### src/rtl/digit_entry.sv
// Keypad operand entry: debounced keys accumulate digits MSD-first into a binary value.
// Define HEX_ENTRY_EN for radix-16 entry (digits 0-F); the default build is decimal.
module digit_entry #(
    parameter int WIDTH           = 16,
    parameter int MAX_DIGITS      = 5,
    parameter int DEBOUNCE_CYCLES = 50000
) (
    input  logic                    clk,
    input  logic                    reset,
    input  logic                    key_digit_n,
    input  logic                    key_done_n,
    input  logic                    key_clear_n,
    input  logic [3:0]              digit_in,
    output logic [WIDTH-1:0]        value,
    output logic                    valid,
    output logic                    overflow,
    output logic                    reject,
    output logic [2:0]              digit_count,
    output logic [4*MAX_DIGITS-1:0] bcd_echo
);

    localparam int CW = $clog2(DEBOUNCE_CYCLES + 1);
    localparam int EW = 4 * MAX_DIGITS;
    localparam logic [CW-1:0] CNT_LAST = CW'(DEBOUNCE_CYCLES - 1);

    typedef enum logic [1:0] {
        IDLE  = 2'd0,
        ENTRY = 2'd1,
        DONE  = 2'd2
    } state_t;

    // Key index: 0 = digit, 1 = done, 2 = clear.
    logic [2:0]    raw_n_s;
    logic [2:0]    sync1_q, sync2_q;
    logic [2:0]    deb_q, deb_d;
    logic [2:0]    armed_q, armed_d;
    logic [2:0]    press_q, press_d;
    logic [CW-1:0] cnt_q [3];
    logic [CW-1:0] cnt_d [3];

    assign raw_n_s = {key_clear_n, key_done_n, key_digit_n};

    // Debounce next-state. A key is only armed after a full debounce period of released
    // samples, so a key still held across reset cannot produce a press.
    always_comb begin
        for (int k = 0; k < 3; k++) begin
            deb_d[k]   = deb_q[k];
            armed_d[k] = armed_q[k];
            press_d[k] = 1'b0;
            cnt_d[k]   = cnt_q[k];
            if (!armed_q[k]) begin
                if (sync2_q[k]) begin
                    if (cnt_q[k] == CNT_LAST) begin
                        armed_d[k] = 1'b1;
                        cnt_d[k]   = '0;
                    end else begin
                        cnt_d[k] = cnt_q[k] + CW'(1);
                    end
                end else begin
                    cnt_d[k] = '0;
                end
            end else if (sync2_q[k] != deb_q[k]) begin
                if (cnt_q[k] == CNT_LAST) begin
                    deb_d[k]   = sync2_q[k];
                    cnt_d[k]   = '0;
                    press_d[k] = ~sync2_q[k];
                end else begin
                    cnt_d[k] = cnt_q[k] + CW'(1);
                end
            end else begin
                cnt_d[k] = '0;
            end
        end
    end

    // Synchronizer and debounce registers.
    always_ff @(posedge clk or posedge reset) begin
        if (reset) begin
            sync1_q <= 3'b111;
            sync2_q <= 3'b111;
            deb_q   <= 3'b111;
            armed_q <= 3'b000;
            press_q <= 3'b000;
            for (int k = 0; k < 3; k++) cnt_q[k] <= '0;
        end else begin
            sync1_q <= raw_n_s;
            sync2_q <= sync1_q;
            deb_q   <= deb_d;
            armed_q <= armed_d;
            press_q <= press_d;
            for (int k = 0; k < 3; k++) cnt_q[k] <= cnt_d[k];
        end
    end

    state_t           state_q, state_d;
    logic [WIDTH-1:0] value_q, value_d, base_value_s;
    logic [2:0]       count_q, count_d, base_count_s;
    logic [EW-1:0]    echo_q, echo_d, base_echo_s;
    logic             valid_q, valid_d, ovf_q, ovf_d, base_ovf_s, reject_q, reject_d;
    logic [WIDTH+3:0] prod_s;
    logic             digit_bad_s, count_bad_s, range_bad_s;

    // Entry FSM and datapath; a digit pressed in DONE is evaluated against an empty entry.
    always_comb begin
        state_d  = state_q;
        value_d  = value_q;
        count_d  = count_q;
        echo_d   = echo_q;
        valid_d  = valid_q;
        ovf_d    = ovf_q;
        reject_d = 1'b0;
        case (state_q)
            DONE: begin
                base_value_s = '0;
                base_count_s = 3'd0;
                base_echo_s  = '0;
                base_ovf_s   = 1'b0;
            end
            default: begin
                base_value_s = value_q;
                base_count_s = count_q;
                base_echo_s  = echo_q;
                base_ovf_s   = ovf_q;
            end
        endcase
`ifdef HEX_ENTRY_EN
        prod_s      = {base_value_s, 4'h0} + {{WIDTH{1'b0}}, digit_in};
        digit_bad_s = 1'b0;
`else
        prod_s      = ({4'h0, base_value_s} << 3) + ({4'h0, base_value_s} << 1)
                    + {{WIDTH{1'b0}}, digit_in};
        digit_bad_s = (digit_in > 4'd9);
`endif
        count_bad_s = (base_count_s == 3'(MAX_DIGITS));
        range_bad_s = |prod_s[WIDTH+3:WIDTH];

        if (press_q[2]) begin
            state_d = IDLE;
            value_d = '0;
            count_d = 3'd0;
            echo_d  = '0;
            valid_d = 1'b0;
            ovf_d   = 1'b0;
        end else if (press_q[1]) begin
            if (state_q != DONE) begin
                state_d = DONE;
                valid_d = 1'b1;
            end else begin
                state_d = state_q;
            end
        end else if (press_q[0]) begin
            state_d = (state_q == DONE) ? IDLE : state_q;
            value_d = base_value_s;
            count_d = base_count_s;
            echo_d  = base_echo_s;
            ovf_d   = base_ovf_s;
            valid_d = 1'b0;
            if (digit_bad_s || count_bad_s || range_bad_s) begin
                reject_d = 1'b1;
                ovf_d    = base_ovf_s | (range_bad_s & ~digit_bad_s & ~count_bad_s);
            end else begin
                state_d = ENTRY;
                value_d = prod_s[WIDTH-1:0];
                count_d = base_count_s + 3'd1;
                echo_d  = {base_echo_s[EW-5:0], digit_in};
            end
        end else begin
            reject_d = 1'b0;
        end
    end

    // Entry state and registered outputs.
    always_ff @(posedge clk or posedge reset) begin
        if (reset) begin
            state_q  <= IDLE;
            value_q  <= '0;
            count_q  <= 3'd0;
            echo_q   <= '0;
            valid_q  <= 1'b0;
            ovf_q    <= 1'b0;
            reject_q <= 1'b0;
        end else begin
            state_q  <= state_d;
            value_q  <= value_d;
            count_q  <= count_d;
            echo_q   <= echo_d;
            valid_q  <= valid_d;
            ovf_q    <= ovf_d;
            reject_q <= reject_d;
        end
    end

    assign value       = value_q;
    assign valid       = valid_q;
    assign overflow    = ovf_q;
    assign reject      = reject_q;
    assign digit_count = count_q;
    assign bcd_echo    = echo_q;

endmodule

### config.mk
export PLATFORM = sky130hd
export DESIGN_NAME = digit_entry
export DESIGN_NICKNAME = d
export VERILOG_FILES = /design/src/rtl/digit_entry.sv
export SDC_FILE = /design/constraint.sdc
export NUM_CORES = 1
export LEC_CHECK = 0
export ABC_CLOCK_PERIOD_IN_PS = 3900
export BUFFER_PORTS_ARGS = -buffer_cell sky130_fd_sc_hd__buf_2
export CAP_MARGIN = 5
export CELL_PAD_IN_SITES_DETAIL_PLACEMENT = 1
export CELL_PAD_IN_SITES_GLOBAL_PLACEMENT = 1
export CORE_UTILIZATION = 32
export DETAILED_ROUTE_END_ITERATION = 12
export PLACE_DENSITY = 0.57
export SYNTH_ARGS = -nofsm -noshare
export SYNTH_HDL_FRONTEND = slang
export SYNTH_SLANG_ARGS = --single-unit
### constraint.sdc
create_clock -name clk -period 3.9 [get_ports clk]
set_input_delay 0.78 -clock clk [delete_from_list [all_inputs] [get_ports clk]]
set_output_delay 0.78 -clock clk [all_outputs]
set_load 0.01 [all_outputs]
==> flow_summary.ini, run 1 <==
[sta]
finClkSkew_ns = 0.0135
finalCriticalPeriod_ns = 3.81
timing.hold.ws_ns = 0.359
worstMarginPinSlew_ns = 0.769
hold_viol = 0
fmax_mhz = 262
setup_viol = 0
rsz0062_at_grt = true
slew_headroom = 0.487
drv_slew = 0
finalCritPeriodShare = 0.978
fin_ws_ns = 0.0871

[global_route]
grt_pass1_wl_mm = 24.9
grt_max_degree = 62
grt_pass1_vias = 4878
grt-ovfl-total = 0
antenna_found_initial = 0
grt_usage = 0.171

[worst_setup_path]
crit_arrival_ns = 4.06
rr_startpoint = state_q[0]$_DFFE_PP0P_
critPathKind = flip-flop to flip-flop
required_ns = 4.14
end_kind = flip-flop
crit_path_start_kind = flip-flop
reg2reg_slack_ns = 0.09
worstPathMaxFanout = 8
timing.rr.end = value[13]$_DFFE_PP0P_
r2r_cells = 15

[synthesis]
synth_warnings = 0
synth_edf_count = 0
synth.area.mux_share = 0.00752
yosys_register_bits = 107
synth_largest_area_cell = dfrtp_1
synth_top_family_by_area = simple AND/OR/NAND/NOR gates
synthXorXnorAreaFrac = 0.0887
async_flop_share = 1.00
synth_nets = 631
yosysSeqAreaShare = 0.462
synth_compound_area_frac = 0.122
synth_fa_ha_area_frac = 0.0808
netlist.area_leader.share = 0.421
synthSimpleGateAreaFrac = 0.201
netlist_area_mm2 = 0.00583
syn-instance-count = 585
synth_cell_types = 59
synthFlopType = dfrtp_1
synthTopCellsByArea = dfrtp_1 (42%), ha_1 (7.7%), xnor2_1 (5.6%)
synth.avg_cell_area_um2 = 9.96

[outcome]
outcome = finished, final reports clean

[finish]
final_common_cell = dfrtp_1
most-common-layout-cells = dfrtp_1 (96), nor2_1 (68), buf_2 (50)
drive_gt1_frac = 0.301
nets = 715
antenna_cells = 0
area_growth_pct = 28.4
fill_cells = 1961

[clock_tree]
cts_tree = done
cts_buffers = 9
insertion_delay_ns = 0.36
cts.sinks = 107
cts.path.max_buffers = 2
cts_hold_buf = 0
cts-root-buf = clkbuf_16
htreeDepth = 3
path_clk_slew_ns = 0.08

[drt]
routed_via_density = 5.18
firstDrtPassIters = 4
wl_per_cell_um = 17.8
vias = 4660
drt_drc_violations_left = 0
wl_mm = 16.0
drtIter0Drc = 167
detail-route-antenna-nets = 0

[hold_path]
min_from = sync1_q[0]$_DFF_PP1_
hold_end = sync2_q[0]$_DFF_PP1_
hold_class = flip-flop to flip-flop
min_path_cells = 0

[floorplan]
die_h_um = 137
num_io_pins = 51
start_util = 0.332
die_area_mm2 = 0.0187
die_w_um = 137
core_area_mm2 = 0.0175
num_rows = 48

[pwr]
netSwitchingPower_mw = 0.517
power.density_mw_per_mm2 = 281
p_leak_nw = 3.43
peakVddDrop_v = 0.000239
power.total_mw = 2.10
power_frac_seq = 0.538
swShare = 0.246
comb_power_share = 0.030
p_clk_frac = 0.431
intPower_mw = 1.58

[placed_design]
port_buffers = 50
routabilityCongestion = 0.844
place_hpwl_mm = 10.8
pre_cts_ws_ns = -0.110

[job]
cap_viol_max_count = 0
## stage by stage
| step | cells | setup TNS [ns] | utilization | cell area, um^2 |
|---|---|---|---|---|
| detailed placement | 862 | -1.71 | 0.368 | 6460 |
| floorplan | 585 | 0 | - | 5840 |
| CTS | 880 | 0 | 0.388 | 6810 |
| finish | 899 | 0 | 0.427 | 7480 |
| global placement | 862 | -0.262 | 0.368 | 6460 |
| global route | 899 | -0.103 | 0.427 | 7480 |
## synth_stat cells (all sizes together) (2+ instances only)
cell,n
dfstp,9
ha,36
nor4,4
a211oi,3
dfrtp,98
a31oi,5
or2,2
a21o,6
buf,9
a21oi,26
or3,4
and2,18
xor2,22
nor3,12
and3,17
nand2,41
xnor2,37
nand4,13
inv,27
clkbuf,13
o21ai,11
nor2,70
a2bb2oi,2
nor2b,4
nand3,29
o2bb2ai,12
and4,3
nand2b,6
o211ai,3
a22o,19
or4,4
mux2,3
## routing by layer
layer  vias to the layer above  part of all wire  global-route usage
met5                         -                 0                   0
met4                         0             0.024              0.0592
met3                        22             0.026              0.0274
met2                        63              0.49               0.287
met1                      2352              0.46               0.221
li1                       2223                 -                   -
## worst max path at each step
stage	startpoint	end	slack [ns]
floorplan	state_q[0]$_DFFE_PP0P_	value[9]$_DFFE_PP0P_	0.03
global placement	digit_in[3]	bcd_echo[15]$_DFFE_PP0P_	-0.03
detailed placement	state_q[0]$_DFFE_PP0P_	bcd_echo[7]$_DFFE_PP0P_	-0.11
CTS	state_q[0]$_DFFE_PP0P_	value[4]$_DFFE_PP0P_	0.002
global route	state_q[1]$_DFFE_PP0P_	value[13]$_DFFE_PP0P_	-0.01
finish	state_q[0]$_DFFE_PP0P_	value[13]$_DFFE_PP0P_	0.09
## layout make-up
class                   count  area [um^2]  share of cell area
clock inverters             7         60.1             0.00803
flip-flops and latches    107         2690               0.360
inverters                  27          104              0.0139
repair buffers             93          687              0.0918
multi-input cells         431         3430               0.459
well taps                 225          282              0.0376
clock buffers               9          225              0.0301
## cells by family (layout without fill, tap and decap cells)
logic type,Yosys count,count (layout)
muxes,4,4
and+or+nand+nor,232,234
DFF,107,107
adders and majority gates,37,37
AOI/OAI and AO/OA,97,97
buffers and inverters,49,136
xor gates and xnor gates,59,59
## timing repair
item	4_1_cts	5_1_grt
cloned	2	4
buffers inserted	0	15
pin swaps	3	29
gates resized for setup	12	78
endpoints found under the setup margin	32	38
## worst max-delay path, cell delays in order, from the launching register on
cell and delay (ns):
dfrtp_2 0.45, nand2b_4 0.20, buf_6 0.13, and2_4 0.16
ha_4 0.28, ha_4 0.22, o21ai_2 0.16, nor2_2 0.08
o41ai_4 0.30, buf_4 0.18, a2bb2oi_2 0.15, o2111ai_1 0.13
or4_4 0.57, and3b_2 0.30, clkbuf_16 0.19, a22o_1 0.23
## flip-flops by register name, summed over array words and instances, names as in the netlist
register,flops
overflow,1
valid,1
reject,1
sync2_q,3
press_q,3
deb_q,3
state_q,2
value,16
armed_q,3
sync1_q,3
digit_count,3
cnt_q,48
bcd_echo,20
## power groups by stage
| stage | clock (mW) | sequential, mW | combinational [mW] |
|---|---|---|---|
| detailed placement | 0 | 1.15 | 0.0650 |
| CTS | 0.936 | 1.13 | 0.0652 |
| finish | 0.905 | 1.13 | 0.0633 |
| global route | 0.971 | 1.13 | 0.0748 |
| global placement | 0 | 1.15 | 0.0625 |
| floorplan | 0 | 1.15 | 0.0409 |
Note: power is estimated with default switching activity, not from simulation.
==> run 2, diff against run 1 <==
- CORE_UTILIZATION: 32 -> 40
- PLACE_DENSITY: 0.57 -> 0.7
==> flow_summary.ini, run 2 (same netlist as run 1, synthesis figures left out) <==
[drt]
top_layer = met4
wl_met3_um = 430
routed_via_density = 5.47
wl_met1_mm = 7.01
drtIter0Drc = 178
firstDrtPassIters = 4
vias = 4692
wl_mm = 15.4
detail-route-antenna-nets = 0
drt_drc_violations_left = 0
dr_wl_met2_mm = 7.78
wl_per_cell_um = 17.9

[clock_tree]
cts-root-buf = clkbuf_16
insertion_delay_ns = 0.36
cts_tree = done
cts.sinks = 107
path_clk_slew_ns = 0.07
cts_hold_buf = 0
cts_buffers = 9
cts.path.max_buffers = 2
htreeDepth = 3

[finish]
most-common-layout-cells = dfrtp_1 (96), nor2_1 (69), buf_2 (50)
antenna_cells = 0
drive_gt1_frac = 0.281
largest_register_ffs = 48
top_register = cnt_q
final_common_cell = dfrtp_1
nets = 718
area_growth_pct = 24.4

[placed_design]
place_hpwl_mm = 10.3
port_buffers = 50
routabilityCongestion = 0.795

[hold_path]
min_path_cells = 0
hold_end = sync2_q[2]$_DFF_PP1_
hold_class = flip-flop to flip-flop
min_from = sync1_q[2]$_DFF_PP1_

[sta]
finalCritPeriodShare = 0.996
finClkSkew_ns = 0.00764
slew_headroom = 0.534
fmax_mhz = 257
setup_viol = 0
tns_ns = 0
drv_slew = 0
finalCriticalPeriod_ns = 3.89
worstMarginPinSlew_ns = 0.699
hold_viol = 0

[pwr]
power.density_mw_per_mm2 = 294
power_frac_seq = 0.531
netSwitchingPower_mw = 0.491
p_leak_nw = 3.43
peakVddDrop_v = 0.000276
intPower_mw = 1.64
comb_power_share = 0.029
swShare = 0.231
power.total_mw = 2.13
p_clk_frac = 0.440

[floorplan]
die_w_um = 123
start_util = 0.415
core_area_mm2 = 0.0140
die_area_mm2 = 0.0151
num_rows = 43
die_h_um = 123
num_io_pins = 51

[job]
cap_viol_max_count = 0

[worst_setup_path]
crit_arrival_ns = 4.13
cpLargestDelayFamily = simple AND/OR/NAND/NOR gates
r2r_cells = 14
crit_path_start_kind = flip-flop
critPathSlowestCell = or4_4
max_stage_delay_ns = 0.55
worstPathMaxFanout = 8
end_kind = flip-flop
crit_buf_inv = 1
required_ns = 4.14
critPathKind = flip-flop to flip-flop
timing.rr.end = value[14]$_DFFE_PP0P_
rr_startpoint = state_q[1]$_DFFE_PP0P_
path_cells = nand2b_4, nand2_2, xnor2_1, ha_1, ha_1, a21oi_2, nand4b_1, a21oi_2, or2_1, o211a_1, or4_4, and3b_2, clkbuf_16, a22o_1
reg2reg_slack_ns = 0.01

[global_route]
grt_max_degree = 58
grt-ovfl-total = 0
grt_pass1_wl_mm = 24.2
antenna_found_initial = 0
grt_pass1_vias = 4873
grt_usage = 0.209

[outcome]
outcome = finished, final reports clean
## run 2: layout make-up
cell class                      instances  area (um^2)
Clock inverter                          4         40.0
Clock buffer                           12          267
Timing Repair Buffer                   95          663
Inverter                               27          104
Fill cell                            1571         6790
Multi-Input combinational cell        432         3260
Tap cell                              180          225
Sequential cell                       107         2690
## run 2: how the worst max path moves through the flow
stage	start	endpoint	slack, ns	cells after the start
CTS	state_q[0]$_DFFE_PP0P_	bcd_echo[10]$_DFFE_PP0P_	0.0002	13
global placement	digit_in[3]	value[1]$_DFFE_PP0P_	0.03	14
detailed placement	state_q[0]$_DFFE_PP0P_	bcd_echo[12]$_DFFE_PP0P_	-0.14	13
global route	state_q[1]$_DFFE_PP0P_	value[14]$_DFFE_PP0P_	-0.10	14
floorplan	state_q[0]$_DFFE_PP0P_	value[9]$_DFFE_PP0P_	0.03	18
finish	state_q[1]$_DFFE_PP0P_	value[14]$_DFFE_PP0P_	0.01	14
## run 2: power by group through the flow
stage	sequential, mW	clock (mW)	combinational [mW]
2_1_floorplan	1.15	0	0.0409
3_3_place_gp	1.15	0	0.0608
3_5_place_dp	1.15	0	0.0626
4_1_cts	1.13	0.971	0.0635
5_1_grt	1.13	1.01	0.0724
6_report	1.13	0.937	0.0617
## run 2: layer usage
layer | GRT usage | vias up
li1 | - | 2229
met1 | 0.275 | 2387
met2 | 0.348 | 63
met3 | 0.0465 | 13
met4 | 0.0511 | 0
met5 | 0 | -
## run 2: metrics by stage
stage / hold slack (ns) / util / cells / instance area [um^2] / setup slack, ns
after floorplan: 0.345 / - / 585 / 5840 / 0.0296
final: 0.357 / 0.516 / 857 / 7250 / 0.0149
after CTS: 0.358 / 0.486 / 840 / 6820 / 0.000177
after global routing: 0.361 / 0.516 / 857 / 7250 / -0.102
after global placement: 0.346 / 0.455 / 815 / 6390 / 0.0286
after detailed placement: 0.347 / 0.455 / 815 / 6390 / -0.137
## run 2: repair_timing
| item | CTS | global route |
|---|---|---|
| gates cloned | 2 | 4 |
| gates resized for setup | 15 | 49 |
| setup endpoints to repair | 33 | 33 |
| pin swaps | 2 | 18 |
| setup buffers | 7 | 13 |
==> run 3, diff against run 2 <==
- ABC_AREA: default -> 1
- PLACE_DENSITY: 0.7 -> 0.73
==> flow_summary.ini, run 3 <==
[clock_tree]
cts.repair.resized = 0
insertion_delay_ns = 0.36
cts_hold_buf = 0
cts_tree = done
htreeDepth = 3
postCtsSetupBuffers = 0
cts-root-buf = clkbuf_16
cts_buffers = 9
cts.path.max_buffers = 2
cts.sinks = 107
path_clk_slew_ns = 0.07

[sta]
fin_ws_ns = 0.337
drv_slew = 0
hold_viol = 0
setup_viol = 0
slew_headroom = 0.398
finalCritPeriodShare = 0.914
fmax_mhz = 281
timing.hold.ws_ns = 0.357
rsz0062_at_grt = false
finalCriticalPeriod_ns = 3.56
tns_ns = 0
finClkSkew_ns = 0.0105
worstMarginPinSlew_ns = 0.903

[placed_design]
port_buffers = 50
place_hpwl_mm = 12.6
pre_cts_ws_ns = 0.302
dp.cells = 1156
routabilityCongestion = 0.830

[finish]
top_register = cnt_q
area_growth_pct = 12.4
final_common_cell = nand2_1
regArea_mm2 = 0.00269
largest_register_ffs = 48
multiInputGateArea_mm2 = 0.00322
antenna_cells = 0
nets = 997
drive_gt1_frac = 0.107
fill_cells = 2078
most-common-layout-cells = nand2_1 (287), inv_1 (122), dfrtp_1 (98)
fin_cells = 1172

[synthesis]
synth_warnings = 0
synth_nets = 943
async_flop_share = 1.00
yosysSeqAreaShare = 0.414
netlist_area_mm2 = 0.00650
yosys_register_bits = 107
netlist.area_leader.share = 0.377
synth_cell_types = 38
synthTopCellsByArea = dfrtp_1 (38%), nand2_1 (17%), inv_1 (7.1%)
synth.avg_cell_area_um2 = 7.25
synth_largest_area_cell = dfrtp_1
syn-instance-count = 897
synth_edf_count = 0
synth_top_cells_by_count = nand2_1 (287), inv_1 (123), dfrtp_1 (98), nor2_1 (84), nand3_1 (59)
synthFlopType = dfrtp_1
yosysMostFrequentCell = nand2_1

[pwr]
power_frac_seq = 0.513
power.density_mw_per_mm2 = 302
netSwitchingPower_mw = 0.531
p_leak_nw = 3.78
intPower_mw = 1.67
swShare = 0.241
power.total_mw = 2.20
peakVddDrop_v = 0.000255
p_clk_frac = 0.442
comb_power_share = 0.046

[global_route]
grt-ovfl-total = 0
antenna_found_initial = 0
grt_usage = 0.211
grt_pass1_wl_mm = 28.0
grt_pass1_vias = 5757
grt_max_degree = 72

[drt]
detail-route-antenna-nets = 0
drtIter0Drc = 194
wl_per_cell_um = 14.3
firstDrtPassIters = 4
wl_mm = 16.7
vias = 5807
drt_drc_violations_left = 0
routed_via_density = 4.95

[hold_path]
hold_class = flip-flop to flip-flop

[worst_setup_path]
end_kind = flip-flop
worstPathMaxFanout = 23
cp_common_cell = nand2_1
critPathSlowestCell = dfrtp_1
crit_arrival_ns = 3.81
required_ns = 4.15
path_cells = nand2_2, inv_1, buf_4, nor2_1, ha_1, ha_1, nand2_2, inv_1, nand2_1, nand2_1, a21oi_1, nand2_1, nand2_1, nand2_1, nor2_2, nand3_4, inv_4, nand2_1, nand3_1, nand2_1
max_stage_delay_ns = 0.39
critPathKind = flip-flop to flip-flop
crit_path_start_kind = flip-flop

[floorplan]
core_area_mm2 = 0.0159
num_io_pins = 51
die_h_um = 129
die_area_mm2 = 0.0168
num_rows = 46
die_w_um = 129
start_util = 0.409

[outcome]
outcome = finished, final reports clean

[job]
cap_viol_max_count = 0
-- run 3: cell count changes after synthesis, moves of 14 or more --
| cell | previous run | this run |
|---|---|---|
| nand2_1 | 41 | 287 |
| o21ai_1 | 1 | 16 |
| a22o_1 | 19 | 0 |
| and2_1 | 18 | 1 |
| inv_1 | 27 | 123 |
| nor2_1 | 70 | 84 |
| xnor2_1 | 37 | 7 |
| nand3_1 | 29 | 59 |
| o21ai_0 | 10 | 30 |
| and3_1 | 16 | 1 |
-- run 3: worst max-delay path, delay by kind of cell, from the launching register on --
kind / cells / cell delay, ns
AOI/OAI and AO/OA: 1 / 0.24
and+or+nand+nor: 13 / 1.48
buffers and inverters: 4 / 0.64
adders and majority gates: 2 / 0.68
DFF: 1 / 0.39
-- run 3: layer usage --
| layer | GRT usage | share of wire | up-vias | wire, um |
|---|---|---|---|---|
| met3 | 0.0339 | 0.025 | 15 | 424 |
| met5 | 0 | 0 | - | 0 |
| met2 | 0.348 | 0.46 | 58 | 7660 |
| met1 | 0.287 | 0.50 | 2760 | 8430 |
| met4 | 0.0595 | 0.012 | 0 | 194 |
| li1 | - | - | 2974 | - |
-- run 3: logic make-up (layout without fill, tap and decap cells) --
kind of cell,count (synthesis),after routing,share of synthesized area
XOR/XNOR,17,17,0.0229
AO/OA/AOI/OAI,106,106,0.0914
AND/OR/NAND/NOR,483,483,0.308
adder cells (fa/ha/maj),37,37,0.0724
flip-flops,107,107,0.414
buffers and inverters,147,206,0.0916
-- run 3: power groups by stage --
| stage | registers, mW | logic (mW) | clock network (mW) |
|---|---|---|---|
| 3_3_place_gp | 1.15 | 0.101 | 0 |
| 3_5_place_dp | 1.15 | 0.102 | 0 |
| 2_1_floorplan | 1.15 | 0.0755 | 0 |
| 6_report | 1.13 | 0.101 | 0.974 |
| 5_1_grt | 1.13 | 0.117 | 1.04 |
| 4_1_cts | 1.13 | 0.103 | 1.01 |
-- run 3: per-stage QoR --
stage          utilization  cell area [um^2]
2_1_floorplan            -              6500
3_3_place_gp         0.440              6990
3_5_place_dp         0.440              6990
4_1_cts              0.460              7310
5_1_grt              0.460              7310
6_report             0.460              7310
-- run 3: final cells by class --
class,count,area share
Timing Repair Buffer,60,0.0445
Clock buffer,11,0.0332
Clock inverter,5,0.00976
Multi-Input combinational cell,643,0.440
Tap cell,216,0.0370
Sequential cell,107,0.368
Inverter,130,0.0675
-- run 3: worst paths after layout --
kind	from	end	slack (ns)	cells after the start
worst max-delay path	state_q[1]$_DFFE_PP0P_	value[13]$_DFFE_PP0P_	0.34	20
worst min-delay path	sync1_q[0]$_DFF_PP1_	sync2_q[0]$_DFF_PP1_	0.36	0
worst max register to register	state_q[1]$_DFFE_PP0P_	value[13]$_DFFE_PP0P_	0.34	20
worst min register to register	sync1_q[0]$_DFF_PP1_	sync2_q[0]$_DFF_PP1_	0.36	0
max in group asynchronous	reset	bcd_echo[17]$_DFFE_PP0P_	2.40	3
min in group asynchronous	reset	cnt_q[22]$_DFF_PP0_	0.62	2
